$ cat src/rtl/tft_rx_decoder.sv
// tft_rx_decoder: receive-side timing decoder for the TFT parallel bundle.
// Registers hs/vs/de/rgb, recovers pixel coordinates, measures line and
// frame periods and tracks lock (IDLE -> TRAIN -> LOCKED) on clean frames.
module tft_rx_decoder #(
  parameter logic [10:0] H_PERIOD    = 11'd1057,
  parameter logic [10:0] V_PERIOD    = 11'd526,
  parameter logic [10:0] H_ACT       = 11'd800,
  parameter logic [10:0] V_ACT       = 11'd480,
  parameter int unsigned DE_LEAD     = 1,
  parameter int unsigned LOCK_FRAMES = 2
) (
  input  logic        clk_vga,
  input  logic        rst_n,
  input  logic        tft_hs,
  input  logic        tft_vs,
  input  logic        tft_de,
  input  logic [15:0] tft_rgb,
  output logic        pix_valid,
  output logic [10:0] pix_x,
  output logic [10:0] pix_y,
  output logic [15:0] pix_data,
  output logic        frame_start,
  output logic        locked,
  output logic        timing_err,
  output logic [10:0] h_meas,
  output logic [10:0] v_meas
);

  localparam logic [10:0] C_MAX  = 11'h7FF;
  localparam logic [2:0]  C_LOCK = 3'(LOCK_FRAMES);

  typedef enum logic [1:0] {S_IDLE, S_TRAIN, S_LOCKED} state_t;

  // input stage and one-cycle-old copies for edge detection
  logic        r_hs, r_vs, r_de, r_de_d;
  logic        r_hs_d, r_vs_d, r_deq_d;
  logic [15:0] r_rgb;

  // measurement counters
  logic [10:0] r_hcnt, r_vcnt, r_xcnt, r_ycnt, r_xlat;
  logic [10:0] r_h_meas, r_v_meas;
  logic        r_line_act, r_frame_dirty;

  // lock FSM
  state_t      r_state, w_state_nx;
  logic [2:0]  r_good, w_good_nx;

  // pixel output stage
  logic        r_pix_valid, r_frame_start, r_fs_pend;
  logic [10:0] r_pix_x, r_pix_y;
  logic [15:0] r_pix_data;

  logic        w_deq, w_hs_fall, w_vs_fall, w_deq_rise, w_deq_fall;
  logic        w_h_sat, w_line_bad, w_h_err, w_frame_bad;
  logic        w_locked, w_terr, w_issue;
  logic [10:0] w_line_px, w_lines, w_x;

  // de qualifier: with DE_LEAD=1 de runs one cycle ahead of rgb, so the
  // registered de is delayed once more to line up with the registered rgb
  assign w_deq      = (DE_LEAD == 0) ? r_de : r_de_d;

  assign w_hs_fall  = r_hs_d & ~r_hs;
  assign w_vs_fall  = r_vs_d & ~r_vs;
  assign w_deq_rise = w_deq & ~r_deq_d;
  assign w_deq_fall = ~w_deq & r_deq_d;

  // Register all inputs once, plus previous values for edge detection
  always_ff @(posedge clk_vga or negedge rst_n) begin
    if (!rst_n) begin
      r_hs    <= 1'b0;
      r_vs    <= 1'b0;
      r_de    <= 1'b0;
      r_de_d  <= 1'b0;
      r_rgb   <= '0;
      r_hs_d  <= 1'b0;
      r_vs_d  <= 1'b0;
      r_deq_d <= 1'b0;
    end else begin
      r_hs    <= tft_hs;
      r_vs    <= tft_vs;
      r_de    <= tft_de;
      r_de_d  <= r_de;
      r_rgb   <= tft_rgb;
      r_hs_d  <= r_hs;
      r_vs_d  <= r_vs;
      r_deq_d <= w_deq;
    end
  end

  // Line period: cycles between hs falls, restart at 1, saturate at max
  always_ff @(posedge clk_vga or negedge rst_n) begin
    if (!rst_n) begin
      r_hcnt   <= '0;
      r_h_meas <= '0;
    end else if (w_hs_fall) begin
      r_hcnt   <= 11'd1;
      r_h_meas <= r_hcnt;
    end else if (r_hcnt != C_MAX) begin
      r_hcnt   <= r_hcnt + 11'd1;
    end
  end

  // Frame period in lines. A coincident hs fall is the first line of the
  // new frame, so the restart value is 1 in that case.
  always_ff @(posedge clk_vga or negedge rst_n) begin
    if (!rst_n) begin
      r_vcnt   <= '0;
      r_v_meas <= '0;
    end else if (w_vs_fall) begin
      r_vcnt   <= w_hs_fall ? 11'd1 : 11'd0;
      r_v_meas <= r_vcnt;
    end else if (w_hs_fall && r_vcnt != C_MAX) begin
      r_vcnt   <= r_vcnt + 11'd1;
    end
  end

  // Pixel count per de burst; holds the number of de_q cycles at de_q fall
  always_ff @(posedge clk_vga or negedge rst_n) begin
    if (!rst_n) begin
      r_xcnt <= '0;
      r_xlat <= '0;
    end else begin
      if (w_deq_rise)
        r_xcnt <= 11'd1;
      else if (w_deq && r_xcnt != C_MAX)
        r_xcnt <= r_xcnt + 11'd1;
      if (w_deq_fall)
        r_xlat <= r_xcnt;
    end
  end

  // Active line count: one per de_q fall, cleared at each vs fall
  always_ff @(posedge clk_vga or negedge rst_n) begin
    if (!rst_n)
      r_ycnt <= '0;
    else if (w_vs_fall)
      r_ycnt <= '0;
    else if (w_deq_fall && r_ycnt != C_MAX)
      r_ycnt <= r_ycnt + 11'd1;
  end

  // Remember whether the current line carried any de, so blanking lines
  // are checked on period only
  always_ff @(posedge clk_vga or negedge rst_n) begin
    if (!rst_n)
      r_line_act <= 1'b0;
    else if (w_hs_fall)
      r_line_act <= w_deq;
    else if (w_deq)
      r_line_act <= 1'b1;
  end

  // Line and frame checks, all on pre-restart counter values. The pixel
  // count falls through when de_q drops on the very hs fall cycle.
  assign w_line_px   = w_deq_fall ? r_xcnt : r_xlat;
  assign w_lines     = r_ycnt + {10'd0, w_deq_fall};
  assign w_h_sat     = ~w_hs_fall & (r_hcnt == C_MAX - 11'd1);
  assign w_line_bad  = w_hs_fall &
                       ((r_hcnt != H_PERIOD) |
                        (r_line_act & (w_line_px != H_ACT)));
  assign w_h_err     = w_line_bad | w_h_sat;
  assign w_frame_bad = w_vs_fall &
                       (r_frame_dirty | w_h_err |
                        (r_vcnt != V_PERIOD) | (w_lines != V_ACT));

  // Sticky per-frame dirty flag; a line failing on the vs fall cycle
  // belongs to the frame just ended and is folded into w_frame_bad
  always_ff @(posedge clk_vga or negedge rst_n) begin
    if (!rst_n)
      r_frame_dirty <= 1'b0;
    else if (w_vs_fall)
      r_frame_dirty <= 1'b0;
    else if (w_h_err)
      r_frame_dirty <= 1'b1;
  end

  // FSM state and clean-frame counter
  always_ff @(posedge clk_vga or negedge rst_n) begin
    if (!rst_n) begin
      r_state <= S_IDLE;
      r_good  <= '0;
    end else begin
      r_state <= w_state_nx;
      r_good  <= w_good_nx;
    end
  end

  // FSM next state: train on clean frames, drop to TRAIN on any mismatch
  always_comb begin
    w_state_nx = r_state;
    w_good_nx  = r_good;
    case (r_state)
      S_IDLE: begin
        if (w_vs_fall) begin
          w_state_nx = S_TRAIN;
          w_good_nx  = '0;
        end
      end
      S_TRAIN: begin
        if (w_vs_fall) begin
          if (w_frame_bad) begin
            w_good_nx = '0;
          end else begin
            w_good_nx = r_good + 3'd1;
            if ((r_good + 3'd1) >= C_LOCK)
              w_state_nx = S_LOCKED;
          end
        end
      end
      S_LOCKED: begin
        if (w_h_err || w_frame_bad) begin
          w_state_nx = S_TRAIN;
          w_good_nx  = '0;
        end
      end
      default: begin
        w_state_nx = S_IDLE;
        w_good_nx  = '0;
      end
    endcase
  end

  // FSM outputs: lock indication and the error pulse
  always_comb begin
    w_locked = (r_state == S_LOCKED);
    w_terr   = w_locked & (w_h_err | w_frame_bad);
  end

  assign w_issue = w_deq & w_locked;
  assign w_x     = w_deq_rise ? 11'd0 : r_xcnt;

  // Pixel output: coordinates and data move only with a qualified pixel
  always_ff @(posedge clk_vga or negedge rst_n) begin
    if (!rst_n) begin
      r_pix_valid   <= 1'b0;
      r_pix_x       <= '0;
      r_pix_y       <= '0;
      r_pix_data    <= '0;
      r_frame_start <= 1'b0;
      r_fs_pend     <= 1'b0;
    end else begin
      r_pix_valid   <= w_issue;
      r_frame_start <= w_issue & (r_fs_pend | w_vs_fall);
      if (w_issue) begin
        r_pix_x    <= w_x;
        r_pix_y    <= r_ycnt;
        r_pix_data <= r_rgb;
        r_fs_pend  <= 1'b0;
      end else if (w_vs_fall) begin
        r_fs_pend  <= 1'b1;
      end
    end
  end

  assign pix_valid   = r_pix_valid;
  assign pix_x       = r_pix_x;
  assign pix_y       = r_pix_y;
  assign pix_data    = r_pix_data;
  assign frame_start = r_frame_start;
  assign locked      = w_locked;
  assign timing_err  = w_terr;
  assign h_meas      = r_h_meas;
  assign v_meas      = r_v_meas;

endmodule

$ cat config.mk
export PLATFORM = sky130hd
export DESIGN_NAME = tft_rx_decoder
export DESIGN_NICKNAME = d
export VERILOG_FILES = /design/src/rtl/tft_rx_decoder.sv
export SDC_FILE = /design/constraint.sdc
export NUM_CORES = 1
export LEC_CHECK = 0
export CAP_MARGIN = 20
export CORE_MARGIN = 2
export CORE_UTILIZATION = 59
export DETAILED_ROUTE_END_ITERATION = 10
export GPL_ROUTABILITY_DRIVEN = 0
export PLACE_DENSITY_LB_ADDON = 0.05
export SYNTH_ARGS = -nofsm -noshare
export SYNTH_HDL_FRONTEND = slang
export SYNTH_SLANG_ARGS = --single-unit
export TNS_END_PERCENT = 50
$ cat constraint.sdc
create_clock -name clk_vga -period 6.5 [get_ports clk_vga]
set_input_delay 1.3 -clock clk_vga [delete_from_list [all_inputs] [get_ports clk_vga]]
set_output_delay 1.3 -clock clk_vga [all_outputs]
set_load 0.01 [all_outputs]
==> results of run 1 <==
## final cells by class
class / count / area share
clock buffers: 23 / 0.0582
clock inverters: 9 / 0.0163
inverters: 14 / 0.00670
multi-input cells: 410 / 0.310
flip-flops and latches: 148 / 0.472
well taps: 136 / 0.0217
repair buffers: 90 / 0.116
## cells in the final DEF, fill, tap and decap left out, drive strengths merged, types with 3 or more instances in the layout
cell type | Yosys | layout
a211oi | 5 | 5
a21oi | 13 | 13
a41oi | 4 | 4
and3 | 5 | 5
and4 | 5 | 5
buf | 12 | 7
bufinv | 0 | 3
clkbuf | 19 | 23
clkdlybuf4s50 | 0 | 83
clkinv | 0 | 6
dfrtp | 148 | 148
ha | 11 | 11
inv | 14 | 14
mux2 | 27 | 27
nand2 | 135 | 135
nand2b | 5 | 5
nand3 | 17 | 17
nand4 | 15 | 15
nor2 | 52 | 52
nor2b | 4 | 4
nor3 | 9 | 9
nor4 | 6 | 6
nor4b | 5 | 5
o21ai | 26 | 26
or3 | 6 | 6
xnor2 | 14 | 14
xor2 | 18 | 18
## worst max-delay path by stage
stage | endpoint | cells past startpoint | from
global route | timing_err | 11 | r_deq_d$_DFF_PN0_
CTS | timing_err | 11 | r_deq_d$_DFF_PN0_
detailed placement | timing_err | 11 | r_deq_d$_DFF_PN0_
global placement | timing_err | 11 | r_deq_d$_DFF_PN0_
finish | timing_err | 11 | r_deq_d$_DFF_PN0_
floorplan | timing_err | 13 | r_de_d$_DFF_PN0_
## critical path, stage by stage, from the launching register on
cell             delay [ns]
dfrtp_1                0.52
nand2b_1               0.52
inv_1                  0.31
ha_1                   0.28
ha_1                   0.30
nor4b_1                0.28
nand2_1                0.08
nor3_1                 0.20
and4_1                 0.36
nor2_2                 0.07
o21a_1                 0.20
clkdlybuf4s50_1        0.47
## layer usage
metal | vias to the layer above | GRT usage
met5 | - | 0
met4 | 0 | 0.104
met3 | 31 | 0.0630
met2 | 184 | 0.376
met1 | 2298 | 0.332
li1 | 2200 | -
## sequential cells by signal, summed over array words and instances (netlist names), 2 cells and up
| register | cells |
|---|---|
| pix_y | 11 |
| r_xlat | 11 |
| r_xcnt | 11 |
| pix_x | 11 |
| pix_data | 16 |
| h_meas | 11 |
| r_good | 3 |
| v_meas | 11 |
| r_ycnt | 11 |
| r_rgb | 16 |
| r_vcnt | 11 |
| r_state | 2 |
| r_hcnt | 11 |
## report_power, final
| part | leakage, nW | switching [mW] | internal, mW |
|---|---|---|---|
| clock | 0.290 | 0.358 | 0.604 |
| sequential | 1.97 | 0.0555 | 0.968 |
| combinational | 1.33 | 0.0923 | 0.0760 |
| total | 3.59 | 0.506 | 1.65 |
## through the flow
stage          cells  power [mW]
5_1_grt          830        2.25
3_3_place_gp     797        1.20
2_1_floorplan    603        1.12
4_1_cts          829        2.16
3_5_place_dp     797        1.20
6_report         830        2.15
## cells by family after synthesis
kind of cell	Yosys count	synth area share
AOI/OAI and AO/OA	66	0.0672
buffers and inverters	45	0.0314
adders and majority gates	11	0.0217
DFF	148	0.585
muxes	29	0.0512
xor gates and xnor gates	32	0.0443
and+or+nand+nor	272	0.199
==> impl_metrics.toml, run 1 <==
[critical_path]
reg2reg_slack_ns = 3.15
critical_path_peak_fanout = 17
r2r_cells = 10
cp.arrival_ns = 4.12
cp-start-kind = "flip-flop"
rr_startpoint = "r_deq_d$_DFF_PN0_"
critical_path_class = "flip-flop to output port"
crit_path_end_kind = "output port"
r2r_end = "r_state[1]$_DFFE_PN0P_"
required_ns = 5.20

[route]
wl_per_cell_um = 15.8
top_layer = "met4"
ant_nets = 0
wl_um = 13100
m1WireLength_um = 5770
vias = 4713
drcViolationCount = 0
routed_via_density = 5.68
met2_length_um = 6310
wl_met3_um = 733
drtIter0Drc = 261
drt_first_pass_iters = 5

[placed_design]
hpwl_um = 8510
post-place-ws_ns = 1.67
io_buffers = 84
placed_area_um2 = 7230

[synthesis]
syn_area_um2 = 6330
avgSynthCellArea_um2 = 10.5
yosysWarnings = 0
synth_largest_area_cell = "dfrtp_1"
ys_top_cells_by_area = "dfrtp_1 (59%), nand2_1 (8.0%), mux2_2 (4.8%)"
syn-num-nets = 635
synth.distinct_cells = 52
async_flop_share = 1.00
synth_top_area_frac = 0.585
synth_edf_count = 0
synthMostInstantiatedCell = "dfrtp_1"
syn_inst = 603
synth_commonest_cells = "dfrtp_1 (148), nand2_1 (135), nor2_1 (51), mux2_2 (27), o21ai_0 (26)"
seq_area_frac_synth = 0.585
ys_dominant_reg_cell = "dfrtp_1"
ys_ff_latch = 148

[power]
power_density_nw_per_um2 = 274
ir_worst_vdd_v = 0.000199
p_leak_nw = 3.59

[hold_path]
whs_path_depth = 0
hold_path_end = "r_de_d$_DFF_PN0_"
worstHoldPathType = "flip-flop to flip-flop"
min_from = "r_de$_DFF_PN0_"

[finish]
fin_area_um2 = 7850
fill_cells = 713
multi_input_area_um2 = 2430
drive_gt1_frac = 0.102
diodes = 0
seq_area_um2 = 3700
area_growth_pct = 24.0
fin_util = 0.757
nNetsFinal = 713

[sta]
worst_slack_ns = 1.08
rsz0062_at_grt = "false"
setup_viol = 0
fin_crit_sh = 0.834
finClkSkew_ns = 0.0113
fmax_mhz = 184
relSlewSlack = 0.349
fin_hold_ws_ns = 0.351
final_hold_viol_count = 0
tightest_slew_ns = 0.963
tns_ns = 0
fin_crit_ns = 5.42
drv_slew = 0

[floorplanning]
core_um2 = 10400
die_h_um = 108
die-area_um2 = 11600
placementRows = 37
ioPinCount = 85
initial_utilization = 0.610
die_w_um = 108

[clock_tree]
cts-root-buf = "clkbuf_8"
ctsResizeCount = 0
cts_tree = "built"
clk_latency_ns = 0.52
cts.path.max_buffers = 2
path_clk_slew_ns = 0.06
cts.htree.levels = 4
cts_buffers = 17
cts_hold_buf = 0
cts_setup_buffers = 0
cts_sinks = 148

[global_routing]
grt_pass1_wl_um = 22100
grt_overflow = 0
grt_max_degree = 87
grt_antenna_before_repair = 0
grt_pass1_vias = 4663
grt_use_total = 0.244

[status]
outcome = "finished, final reports clean"

[flow_run]
drv_cap = 0
Power figures use the tool's default switching activity.
==> run 2, diff against run 1 <==
--- a/config.mk
+++ b/config.mk
@@ -7,7 +7,7 @@
 export LEC_CHECK = 0
 export CAP_MARGIN = 20
 export CORE_MARGIN = 2
-export CORE_UTILIZATION = 59
+export CORE_UTILIZATION = 49
 export DETAILED_ROUTE_END_ITERATION = 10
 export GPL_ROUTABILITY_DRIVEN = 0
 export PLACE_DENSITY_LB_ADDON = 0.05
==> constraint.sdc (replaced) <==
create_clock -name clk_vga -period 4.85 [get_ports clk_vga]
set_input_delay 0.97 -clock clk_vga [delete_from_list [all_inputs] [get_ports clk_vga]]
set_output_delay 0.97 -clock clk_vga [all_outputs]
set_load 0.01 [all_outputs]
==> impl_metrics.toml, run 2 (same netlist as run 1, synthesis figures left out) <==
[sta]
tns_ns = 0
fin_crit_sh = 0.921
rsz0062_at_grt = "false"
fmax_mhz = 224
finClkSkew_ns = 0.00650
tightest_slew_ns = 0.857
setup_viol = 0
final_hold_viol_count = 0
fin_hold_ws_ns = 0.347
drv_slew = 0
fin_crit_ns = 4.47
relSlewSlack = 0.428

[critical_path]
cp-start-kind = "flip-flop"
cp_cell_sequence = "nand2b_1 > inv_1 > ha_1 > ha_1 > nor4b_1 > nand2_1 > nor3_1 > and4_1 > nor2_2 > o21a_1 > clkdlybuf4s50_1"
required_ns = 3.88
cp_common_cell = "ha_1"
crit_path_max_incr_delay_ns = 0.60
crit_path_end_kind = "output port"
cp.arrival_ns = 3.50
critical_path_peak_fanout = 15
cp_slowest_cell = "dfrtp_1"
critical_path_class = "flip-flop to output port"
reg2reg_slack_ns = 2.08

[route]
vias = 4567
wl_per_cell_um = 14.9
ant_nets = 0
routed_via_density = 5.27
drt_first_pass_iters = 4
wl_um = 12900
drcViolationCount = 0
drtIter0Drc = 264

[power]
p_leak_nw = 3.59
power_density_nw_per_um2 = 370
ir_worst_vdd_v = 0.000251
p_total_mw = 2.93

[clock_tree]
cts_sinks = 148
cts_setup_buffers = 0
cts-root-buf = "clkbuf_16"
cts_hold_buf = 0
cts.path.max_buffers = 2
cts.htree.levels = 4
ctsResizeCount = 0
cts_buffers = 17
cts_tree = "built"
clk_latency_ns = 0.42
path_clk_slew_ns = 0.06

[global_routing]
grt_antenna_before_repair = 0
grt_use_total = 0.198
grt_max_degree = 97
grt_overflow = 0
grt_pass1_vias = 4413
grt_pass1_wl_um = 22000

[finish]
drive_gt1_frac = 0.104
final_common_cell = "dfrtp_1"
seq_area_um2 = 3700
fill_cells = 1091
multi_input_area_um2 = 2430
fin_util = 0.626
layout_common_cells = "dfrtp_1 (148), nand2_1 (135), clkdlybuf4s50_1 (83), nor2_1 (51), mux2_2 (27)"
diodes = 0
area_growth_pct = 24.8
nNetsFinal = 714

[floorplanning]
die_h_um = 118
core_um2 = 12600
placementRows = 41
die-area_um2 = 13800
ioPinCount = 85
die_w_um = 118
initial_utilization = 0.501

[placed_design]
io_buffers = 84
hpwl_um = 8610

[status]
outcome = "finished, final reports clean"

[hold_path]
worstHoldPathType = "flip-flop to flip-flop"

[flow_run]
drv_cap = 0
==> run 2: cell count changes in the layout (fill, tap and decap cells not counted), sizes merged <==
cell / previous run / this run
clkinv: 6 / 3
buf: 7 / 8
clkbuf: 23 / 24
clkinvlp: 0 / 2
==> run 2: stage by stage <==
stage	setup WS [ns]	cells	cell area [µm²]
5_1_grt	0.0616	867	7900
3_5_place_dp	0.859	835	7290
6_report	0.383	867	7900
3_3_place_gp	0.936	835	7290
2_1_floorplan	1.42	603	6330
4_1_cts	0.366	867	7900
==> run 2: critical path: cells and delay by family, from the launching register on <==
kind | cells | cell delay [ns]
buf+inv | 2 | 0.73
simple gates | 6 | 1.05
flops | 1 | 0.60
compound gates | 1 | 0.21
fa+ha+maj | 2 | 0.48
==> run 2: area by class of cell <==
type                       instances  area share
sequential                       148       0.469
multi-input combinational        410       0.307
timing repair buffer              91       0.113
clock buffer                      24      0.0610
tap                              172      0.0272
clock inverter                     8      0.0157
inverter                          14     0.00665
==> run 2: worst paths after layout <==
check,from,to,cells after the start
worst max-delay path,r_deq_d$_DFF_PN0_,timing_err,11
worst min-delay path,r_de$_DFF_PN0_,r_de_d$_DFF_PN0_,0
worst max register to register,r_deq_d$_DFF_PN0_,r_good[0]$_DFFE_PN0P_,10
worst min register to register,r_de$_DFF_PN0_,r_de_d$_DFF_PN0_,0
max in group asynchronous,rst_n,r_hcnt[2]$_DFFE_PN0P_,2
min in group asynchronous,rst_n,pix_y[8]$_DFFE_PN0P_,1
==> run 2: power breakdown <==
group / switching (mW) / internal [mW]
Clock: 0.484 / 0.849
Combinational: 0.122 / 0.100
Sequential: 0.0736 / 1.30
==> run 2: metal layers <==
layer,track usage,share of wire,vias up
li1,-,-,2217
met1,0.267,0.47,2218
met2,0.306,0.47,119
met3,0.0499,0.051,13
met4,0.0836,0.011,0
met5,0,0,-
==> run 3, diff against run 2 <==
--- a/config.mk
+++ b/config.mk
@@ -6,11 +6,12 @@
 export NUM_CORES = 1
 export LEC_CHECK = 0
 export CAP_MARGIN = 20
+export CORE_ASPECT_RATIO = 1.75
 export CORE_MARGIN = 2
 export CORE_UTILIZATION = 49
 export DETAILED_ROUTE_END_ITERATION = 10
 export GPL_ROUTABILITY_DRIVEN = 0
-export PLACE_DENSITY_LB_ADDON = 0.05
+export PLACE_DENSITY = 0.75
 export SYNTH_ARGS = -nofsm -noshare
 export SYNTH_HDL_FRONTEND = slang
 export SYNTH_SLANG_ARGS = --single-unit
==> impl_metrics.toml, run 3 (same netlist as run 1, synthesis figures left out) <==
[critical_path]
r2r_end = "r_good[0]$_DFFE_PN0P_"
critical_path_peak_fanout = 15
required_ns = 3.88
r2r_cells = 10
cp-start-kind = "flip-flop"
rr_startpoint = "r_deq_d$_DFF_PN0_"
crit_path_end_kind = "output port"
cp.arrival_ns = 3.56
reg2reg_slack_ns = 2.03
critical_path_class = "flip-flop to output port"

[finish]
diodes = 0
fill_cells = 1065
layout_common_cells = "dfrtp_1 (148), nand2_1 (135), clkdlybuf4s50_1 (83), nor2_1 (51), mux2_2 (27)"
layoutNonFillerInstCount = 866
final_common_cell = "dfrtp_1"
nNetsFinal = 714
drive_gt1_frac = 0.109
area_growth_pct = 25.2

[clock_tree]
cts.path.max_buffers = 2
cts_hold_buf = 0
path_clk_slew_ns = 0.06
cts.htree.levels = 4
cts_buffers = 17
clk_latency_ns = 0.42
cts_sinks = 148
cts_tree = "built"
cts-root-buf = "clkbuf_16"
cts_setup_buffers = 0
ctsResizeCount = 0

[power]
switchingPower_uw = 762
p_leak_nw = 3.60
power_density_nw_per_um2 = 371
clkPwrFrac = 0.458
switching_share = 0.259
p_int_mw = 2.18
pwr-share-comb = 0.077
ir_worst_vdd_v = 0.000263
seqPwrFrac = 0.465

[hold_path]
min_from = "r_de$_DFF_PN0_"
worstHoldPathType = "flip-flop to flip-flop"
whs_path_depth = 0
hold_path_end = "r_de_d$_DFF_PN0_"

[route]
routed_via_density = 5.41
ant_nets = 0
drcViolationCount = 0
drt_first_pass_iters = 5
wl_um = 13700
drtIter0Drc = 405
vias = 4685
wl_per_cell_um = 15.8

[floorplanning]
core_um2 = 12800
die_w_um = 89.9
initial_utilization = 0.494
placementRows = 55
ioPinCount = 85
die-area_um2 = 13900
die_h_um = 154

[placed_design]
placed_cells = 833
post-place-ws_ns = 0.813
hpwl_um = 9290
io_buffers = 84

[sta]
rsz0062_at_grt = "false"
worst_slack_ns = 0.324
setup_viol = 0
tns_ns = 0
fin_crit_ns = 4.53
tightest_slew_ns = 0.878
relSlewSlack = 0.406
drv_slew = 0
finClkSkew_ns = 0.0107
fin_crit_sh = 0.933
fmax_mhz = 221
final_hold_viol_count = 0

[global_routing]
grt_pass1_vias = 4699
grt_use_total = 0.205
grt_pass1_wl_um = 23000
grt_antenna_before_repair = 0
grt_max_degree = 117
grt_overflow = 0

[status]
outcome = "finished, final reports clean"

[flow_run]
drv_cap = 0
run 3: cell types whose count changed in the layout (fill, tap and decap cells not counted), moves of 3 or more:
cell,previous run,this run
clkbuf_1,4,0
clkbuf_8,3,0
inv_8,0,4
inv_6,0,5
run 3: routing by layer:
| metal | global-route usage | part of all wire |
|---|---|---|
| met5 | 0 | 0 |
| met4 | 0.0908 | 0.023 |
| met3 | 0.0390 | 0.038 |
| met2 | 0.371 | 0.55 |
| met1 | 0.236 | 0.39 |
run 3: per-stage QoR:
| stage | total power, mW | utilization | area, µm² | hold WS [ns] |
|---|---|---|---|---|
| 2_1_floorplan | 1.50 | - | 6330 | 0.331 |
| 3_3_place_gp | 1.60 | 0.569 | 7290 | 0.334 |
| 3_5_place_dp | 1.62 | 0.569 | 7290 | 0.339 |
| 4_1_cts | 2.96 | 0.617 | 7900 | 0.358 |
| 5_1_grt | 3.06 | 0.619 | 7920 | 0.360 |
| 6_report | 2.94 | 0.619 | 7920 | 0.355 |
run 3: worst max-delay path: stages, from the launching register on:
cell and delay (ns):
dfrtp_1 0.61, nand2b_1 0.13, inv_1 0.27, ha_1 0.23
ha_1 0.25, nor4b_1 0.25, nand2_1 0.08, nor3_1 0.17
and4_1 0.36, nor2_2 0.08, o21a_1 0.21, clkdlybuf4s50_1 0.48
run 3: worst max path at each step:
stage,startpoint,endpoint,slack (ns)
final,r_deq_d$_DFF_PN0_,timing_err,0.32
after global routing,r_deq_d$_DFF_PN0_,timing_err,0.12
after CTS,r_deq_d$_DFF_PN0_,timing_err,0.34
after detailed placement,r_deq_d$_DFF_PN0_,timing_err,0.81
after global placement,r_deq_d$_DFF_PN0_,timing_err,0.87
after floorplan,r_de_d$_DFF_PN0_,timing_err,1.42
run 3: area by class of cell:
type	instances	area [µm²]	share of cell area
clock buffers	17	425	0.0537
clock inverters	15	185	0.0234
inverters	14	52.6	0.00663
multi-input cells	410	2430	0.306
flip-flops and latches	148	3700	0.467
well taps	171	214	0.0270
repair buffers	91	915	0.115
run 3: power groups by stage:
stage	Combinational (mW)	Sequential [mW]	Clock, mW
2_1_floorplan	0.134	1.37	0
3_3_place_gp	0.217	1.38	0
3_5_place_dp	0.226	1.39	0
4_1_cts	0.228	1.37	1.37
5_1_grt	0.255	1.38	1.43
6_report	0.227	1.37	1.35
